<file path="config.mk">
export PLATFORM = sky130hd
export DESIGN_NAME = corr_dump_engine
export DESIGN_NICKNAME = d
export VERILOG_FILES = /design/src/rtl/corr_dump_engine.sv
export SDC_FILE = /design/constraint.sdc
export NUM_CORES = 2
export LEC_CHECK = 0
export ABC_CLOCK_PERIOD_IN_PS = 19590
export BUFFER_PORTS_ARGS = -buffer_cell sky130_fd_sc_hd__buf_2
export CAP_MARGIN = 20
export CORE_MARGIN = 2
export CORE_UTILIZATION = 58
export DETAILED_ROUTE_END_ITERATION = 12
export PLACE_DENSITY = 0.85
export SYNTH_ARGS = -nofsm -noshare
export SYNTH_HDL_FRONTEND = slang
export SYNTH_SLANG_ARGS = --single-unit
</file>
<file path="constraint.sdc">
create_clock -name clk -period 19.59 [get_ports clk]
set_clock_uncertainty 0.15 [all_clocks]
set_input_delay 0.9795 -clock clk [delete_from_list [all_inputs] [get_ports clk]]
set_output_delay 0.9795 -clock clk [all_outputs]
set_load 0.02 [all_outputs]
</file>
<file path="src/rtl/corr_dump_engine.sv">
// Correlator dump capture engine: services channel dumps round-robin, squares E/P/L I/Q with one
// shared multiplier and queues tagged power records. Define CORR_DUMP_IQ_EN to append IP/QP.
module corr_dump_engine #(
    parameter int unsigned NUM_CH     = 4,
    parameter int unsigned ACC_W      = 16,
    parameter int unsigned FIFO_DEPTH = 8,
    localparam int unsigned CH_W  = (NUM_CH > 1) ? $clog2(NUM_CH) : 1,
    localparam int unsigned PW    = 2 * ACC_W,
    localparam int unsigned LVL_W = $clog2(FIFO_DEPTH) + 1,
`ifdef CORR_DUMP_IQ_EN
    localparam int unsigned IQ_W  = 2 * ACC_W,
`else
    localparam int unsigned IQ_W  = 0,
`endif
    localparam int unsigned REC_W = CH_W + 8 + 3 * PW + IQ_W
) (
    input  logic                      clk,
    input  logic                      hw_rst,
    input  logic [NUM_CH-1:0]         ch_dump,
    input  logic [NUM_CH*6*ACC_W-1:0] acc_flat,
    output logic                      rec_valid,
    input  logic                      rec_ready,
    output logic [REC_W-1:0]          rec_data,
    output logic [LVL_W-1:0]          fifo_level,
    output logic                      ovf,
    output logic [7:0]                drop_cnt,
    input  logic                      clr_ovf,
    output logic                      irq
);

    localparam int unsigned AW = $clog2(FIFO_DEPTH);

    typedef enum logic [1:0] {StIdle, StLatch, StMul, StPush} state_e;

    state_e                   state;
    logic [NUM_CH-1:0]        pending;
    logic [7:0]               seq [NUM_CH];
    logic [CH_W-1:0]          ptr;
    logic [CH_W-1:0]          cur_ch;
    logic signed [ACC_W-1:0]  snap [6];
    logic [7:0]               snap_seq;
    logic [2:0]               mul_idx;
    logic [PW-1:0]            pow_e, pow_p, pow_l;
    logic [REC_W-1:0]         mem [FIFO_DEPTH];
    logic [AW-1:0]            wr_ptr, rd_ptr;
    logic [LVL_W-1:0]         level;

    // Round-robin pick: lowest pending index at or above ptr, else lowest overall.
    logic [CH_W-1:0] sel_ch, lo_ch, hi_ch;
    logic            sel_found, hi_found;

    always_comb begin
        lo_ch     = '0;
        hi_ch     = '0;
        sel_found = 1'b0;
        hi_found  = 1'b0;
        for (int c = NUM_CH - 1; c >= 0; c--) begin
            if (pending[c]) begin
                lo_ch     = CH_W'(c);
                sel_found = 1'b1;
                if (c >= int'(ptr)) begin
                    hi_ch    = CH_W'(c);
                    hi_found = 1'b1;
                end
            end
        end
        sel_ch = hi_found ? hi_ch : lo_ch;
    end

    logic signed [ACC_W-1:0] lat_val [6];
    logic [7:0]              lat_seq;

    always_comb begin
        lat_seq = '0;
        for (int k = 0; k < 6; k++) lat_val[k] = '0;
        for (int c = 0; c < NUM_CH; c++) begin
            if (CH_W'(c) == cur_ch) begin
                lat_seq = seq[c];
                for (int k = 0; k < 6; k++) lat_val[k] = acc_flat[(c * 6 + k) * ACC_W +: ACC_W];
            end
        end
    end

    logic signed [ACC_W-1:0] mul_op;
    logic signed [PW-1:0]    mul_ext;
    logic [PW-1:0]           mul_sq;

    always_comb begin
        mul_op = snap[0];
        case (mul_idx)
            3'd1:    mul_op = snap[1];
            3'd2:    mul_op = snap[2];
            3'd3:    mul_op = snap[3];
            3'd4:    mul_op = snap[4];
            3'd5:    mul_op = snap[5];
            default: ;
        endcase
        mul_ext = PW'(mul_op);
        mul_sq  = mul_ext * mul_ext;
    end

    logic fifo_full, push, push_drop, pop;

    assign fifo_full  = (level == LVL_W'(FIFO_DEPTH));
    assign push       = (state == StPush) && !fifo_full;
    assign push_drop  = (state == StPush) && fifo_full;
    assign rec_valid  = (level != '0);
    assign pop        = rec_valid && rec_ready;
    assign fifo_level = level;
    assign rec_data   = rec_valid ? mem[rd_ptr] : '0;

    // A dump landing on the channel being latched re-arms it and is not counted as a miss.
    logic [NUM_CH-1:0] pending_d;
    logic [5:0]        loss_cnt;
    logic [8:0]        drop_sum;
    logic [7:0]        drop_d;
    logic              ovf_d;

    always_comb begin
        pending_d = pending;
        loss_cnt  = 6'(push_drop);
        for (int c = 0; c < NUM_CH; c++) begin
            if ((state == StLatch) && (CH_W'(c) == cur_ch)) begin
                pending_d[c] = 1'b0;
            end else if (ch_dump[c] && pending[c]) begin
                loss_cnt = loss_cnt + 6'd1;
            end
            if (ch_dump[c]) pending_d[c] = 1'b1;
        end
        drop_sum = 9'(clr_ovf ? 8'd0 : drop_cnt) + 9'(loss_cnt);
        drop_d   = (drop_sum > 9'd255) ? 8'hff : drop_sum[7:0];
        ovf_d    = (ovf & ~clr_ovf) | (loss_cnt != 6'd0);
    end

    logic [REC_W-1:0] rec_new;
`ifdef CORR_DUMP_IQ_EN
    assign rec_new = {cur_ch, snap_seq, pow_e, pow_p, pow_l, snap[2], snap[3]};
`else
    assign rec_new = {cur_ch, snap_seq, pow_e, pow_p, pow_l};
`endif

    always_ff @(posedge clk) begin
        if (hw_rst) begin
            state    <= StIdle;
            pending  <= '0;
            for (int c = 0; c < NUM_CH; c++) seq[c] <= '0;
            ptr      <= '0;
            cur_ch   <= '0;
            for (int k = 0; k < 6; k++) snap[k] <= '0;
            snap_seq <= '0;
            mul_idx  <= '0;
            pow_e    <= '0;
            pow_p    <= '0;
            pow_l    <= '0;
            wr_ptr   <= '0;
            rd_ptr   <= '0;
            level    <= '0;
            ovf      <= 1'b0;
            drop_cnt <= '0;
            irq      <= 1'b0;
        end else begin
            pending  <= pending_d;
            for (int c = 0; c < NUM_CH; c++) begin
                if (ch_dump[c]) seq[c] <= seq[c] + 8'd1;
            end
            ovf      <= ovf_d;
            drop_cnt <= drop_d;
            irq      <= (level != '0);

            unique case (state)
                StIdle: begin
                    if (sel_found) begin
                        cur_ch <= sel_ch;
                        state  <= StLatch;
                    end
                end
                StLatch: begin
                    for (int k = 0; k < 6; k++) snap[k] <= lat_val[k];
                    snap_seq <= lat_seq;
                    pow_e    <= '0;
                    pow_p    <= '0;
                    pow_l    <= '0;
                    mul_idx  <= '0;
                    ptr      <= (cur_ch == CH_W'(NUM_CH - 1)) ? '0 : cur_ch + 1'b1;
                    state    <= StMul;
                end
                StMul: begin
                    unique case (mul_idx[2:1])
                        2'd0:    pow_e <= pow_e + mul_sq;
                        2'd1:    pow_p <= pow_p + mul_sq;
                        default: pow_l <= pow_l + mul_sq;
                    endcase
                    mul_idx <= mul_idx + 3'd1;
                    if (mul_idx == 3'd5) state <= StPush;
                end
                StPush:  state <= StIdle;
                default: state <= StIdle;
            endcase

            if (push) begin
                mem[wr_ptr] <= rec_new;
                wr_ptr      <= wr_ptr + 1'b1;
            end
            if (pop) rd_ptr <= rd_ptr + 1'b1;
            level <= level + LVL_W'(push) - LVL_W'(pop);
        end
    end

endmodule

</file>
==> results.py <==
metrics = {
    "cts": {
        "cts_hold_buf": 0,
        "cts_buffer_depth": 3,
        "clock_sinks": 1116,
        "htree_levels": 3,
        "cts_tree": "yes",
        "clk_pin_slew_worst_paths_ns": 0.06,
        "cts_buffers": 105,
        "cts.repair.resized": 0,
        "clock_latency_ns": 0.70,
        "post_cts_buffers": 0,
        "clockRootBuffer": "clkbuf_16",
    },
    "die": {
        "rows": 117,
        "ios": 513,
        "chipWidth_um": 324,
        "start_util": 0.585,
        "dieArea_um2": 105000,
        "core_area_um2": 102000,
        "die_height_um": 324,
    },
    "setup_path": {
        "cp_max_fo": 27,
        "crit_buf_inv": 7,
        "arrival_ns": 12.29,
        "slowest_delay_ns": 1.03,
        "path_delay_family": "adder cells",
        "cp_num_cells": 36,
        "critPathCapture": "pow_p[31]",
        "rrSetupSlack_ns": 7.71,
        "crit_start": "mul_idx[2]",
        "rr_endpoint": "pow_p[31]",
        "required_ns": 20.00,
        "startpoint_type": "flop",
        "cp-end-kind": "flop",
        "rr_worst_depth": 36,
        "cp_slowest_cell": "or4_1",
        "reg2reg_from": "mul_idx[2]",
        "crit_type": "flop to flop",
    },
    "timing": {
        "finalSetupViolCount": 0,
        "fin_tns_setup_ns": 0,
        "maxSlewViolCount": 0,
        "tightestPinTransition_ns": 1.16,
        "period_share": 0.606,
        "rsz0062_at_grt": "false",
        "fmax_mhz": 84.2,
        "relSlewSlack": 0.225,
        "fin_crit_ns": 11.88,
        "fin_hold_ws_ns": 0.372,
        "hold_violations": 0,
    },
    "synth": {
        "synth_top_flop_cell": "edfxtp_1",
        "synthTopCellsByArea": "edfxtp_1, mux4_2, fa_1, nor2_1, dfxtp_1",
        "yosys_warnings": 0,
        "synth_cell_types": 83,
        "yosysTopAreaCellShare": 0.492,
        "postSynthCellCount": 4748,
        "synth_edf_count": 976,
        "syn_area_um2": 59500,
        "yosysTopAreaCell": "edfxtp_1",
        "ys_seq_area_frac": 0.540,
        "syn_nets": 5594,
        "synth-seq-cells": 1116,
        "postSynthAreaPerCell_um2": 12.5,
        "async_flop_share": 0,
    },
    "layout": {
        "nets": 6029,
        "areaGrowthSynthToFinish_pct": 12.8,
        "layout_commonest_cell": "edfxtp_1",
        "fin_area_um2": 67100,
        "final_layout_size_suffix_gt1_frac": 0.194,
        "mostFrequentLayoutCells": "edfxtp_1, nor2_1, buf_2, a21oi_1, inv_1",
    },
    "hold_path": {
        "worstHoldPathType": "flop to flop",
    },
    "global_route": {
        "grt_pass1_vias": 41100,
        "grt_pass1_wl_mm": 247,
        "antenna_found_initial": 4,
        "grt.overflow.total": 0,
        "grt_usage": 0.308,
        "grt_max_degree": 157,
    },
    "flow_run": {
        "max_cap_viol_count": 0,
    },
    "drt": {
        "post_drt_wl_per_cell_um": 24.6,
        "totalWireLength_mm": 163,
        "drt_iter0_drc": 4833,
        "ant_nets": 0,
        "dr_total_vias": 40700,
        "remaining_drc_errors": 0,
        "vias_per_cell": 6.13,
        "first_pass_iters": 10,
    },
    "placement": {
        "place_area_um2": 63400,
        "portBuffers": 512,
        "gp_congestion": 0.984,
        "dp_hpwl_mm": 109,
    },
    "outcome": {
        "status": "finished, final reports clean",
    },
}
layout make-up:
type | instances | area, um2
multi-input cells | 2996 | 25100
clock inverters | 68 | 781
inverters | 396 | 1490
diodes | 4 | 10.0
well taps | 1368 | 1710
flip-flops and latches | 1116 | 32100
clock buffers | 130 | 2830
repair buffers | 568 | 3060
fillers | 7043 | 34600
sequential cells by signal, summed over array words and instances (netlist names), named ones only:
register	flops
cur_ch	2
drop_cnt	8
fifo_level	4
irq	1
mem	848
mul_idx	3
ovf	1
pending	4
pow_e	32
pow_l	32
pow_p	32
ptr	2
rd_ptr	3
seq	32
snap	96
snap_seq	8
state	2
wr_ptr	3
cell usage after synthesis, types with 72 or more instances:
| cell | n |
|---|---|
| a21oi_1 | 437 |
| a22oi_1 | 72 |
| clkbuf_1 | 173 |
| dfxtp_1 | 140 |
| edfxtp_1 | 976 |
| fa_1 | 238 |
| ha_1 | 216 |
| inv_1 | 381 |
| mux2i_1 | 115 |
| mux4_2 | 212 |
| nand2_1 | 282 |
| nor2_1 | 753 |
| xnor2_1 | 96 |
cell families after synthesis:
family,after synthesis,share of synthesized area
AND/OR/NAND/NOR,1239,0.0861
flip-flops,1116,0.540
AO/OA/AOI/OAI,818,0.0852
buffers and inverters,636,0.0404
adder cells (fa/ha/maj),454,0.125
multiplexers,336,0.101
XOR/XNOR,149,0.0219
per-layer routing:
layer	share of wire	global-route usage	up-vias	wire length (um)
li1	-	-	17900	-
met1	0.37	0.386	20000	59600
met2	0.49	0.524	2419	80700
met3	0.088	0.0515	424	14400
met4	0.052	0.144	2	8490
met5	0.000080	0	-	13
through the flow:
stage                util  instances  setup WS (ns)
CTS                 0.659       6638           8.00
floorplan               -       4748           6.18
global route        0.660       6643           7.22
detailed placement  0.623       6440           8.10
global placement    0.623       6439           8.50
finish              0.660       6646           7.71
worst min-delay path by stage:
stage,start,endpoint,slack (ns),cells past startpoint
after global placement,wr_ptr[0],wr_ptr[0],0.32,2
after floorplan,wr_ptr[0],wr_ptr[0],0.31,2
after CTS,snap_seq[2],mem[4][98],0.36,0
final,snap_seq[3],mem[4][99],0.37,0
after detailed placement,wr_ptr[0],wr_ptr[0],0.35,2
after global routing,snap_seq[2],mem[7][98],0.40,0
worst register-to-register path: cells and delay by family, from the launching register on:
family | cells | cell delay [ns]
AOI/OAI and AO/OA | 14 | 3.53
and+or+nand+nor | 4 | 1.79
xor gates and xnor gates | 2 | 0.55
adders and majority gates | 9 | 4.16
buffers and inverters | 7 | 0.99
DFF | 1 | 0.59
Power is not shown: default switching activity piles up to over one toggle a cycle in this logic, so the estimate is an artifact.
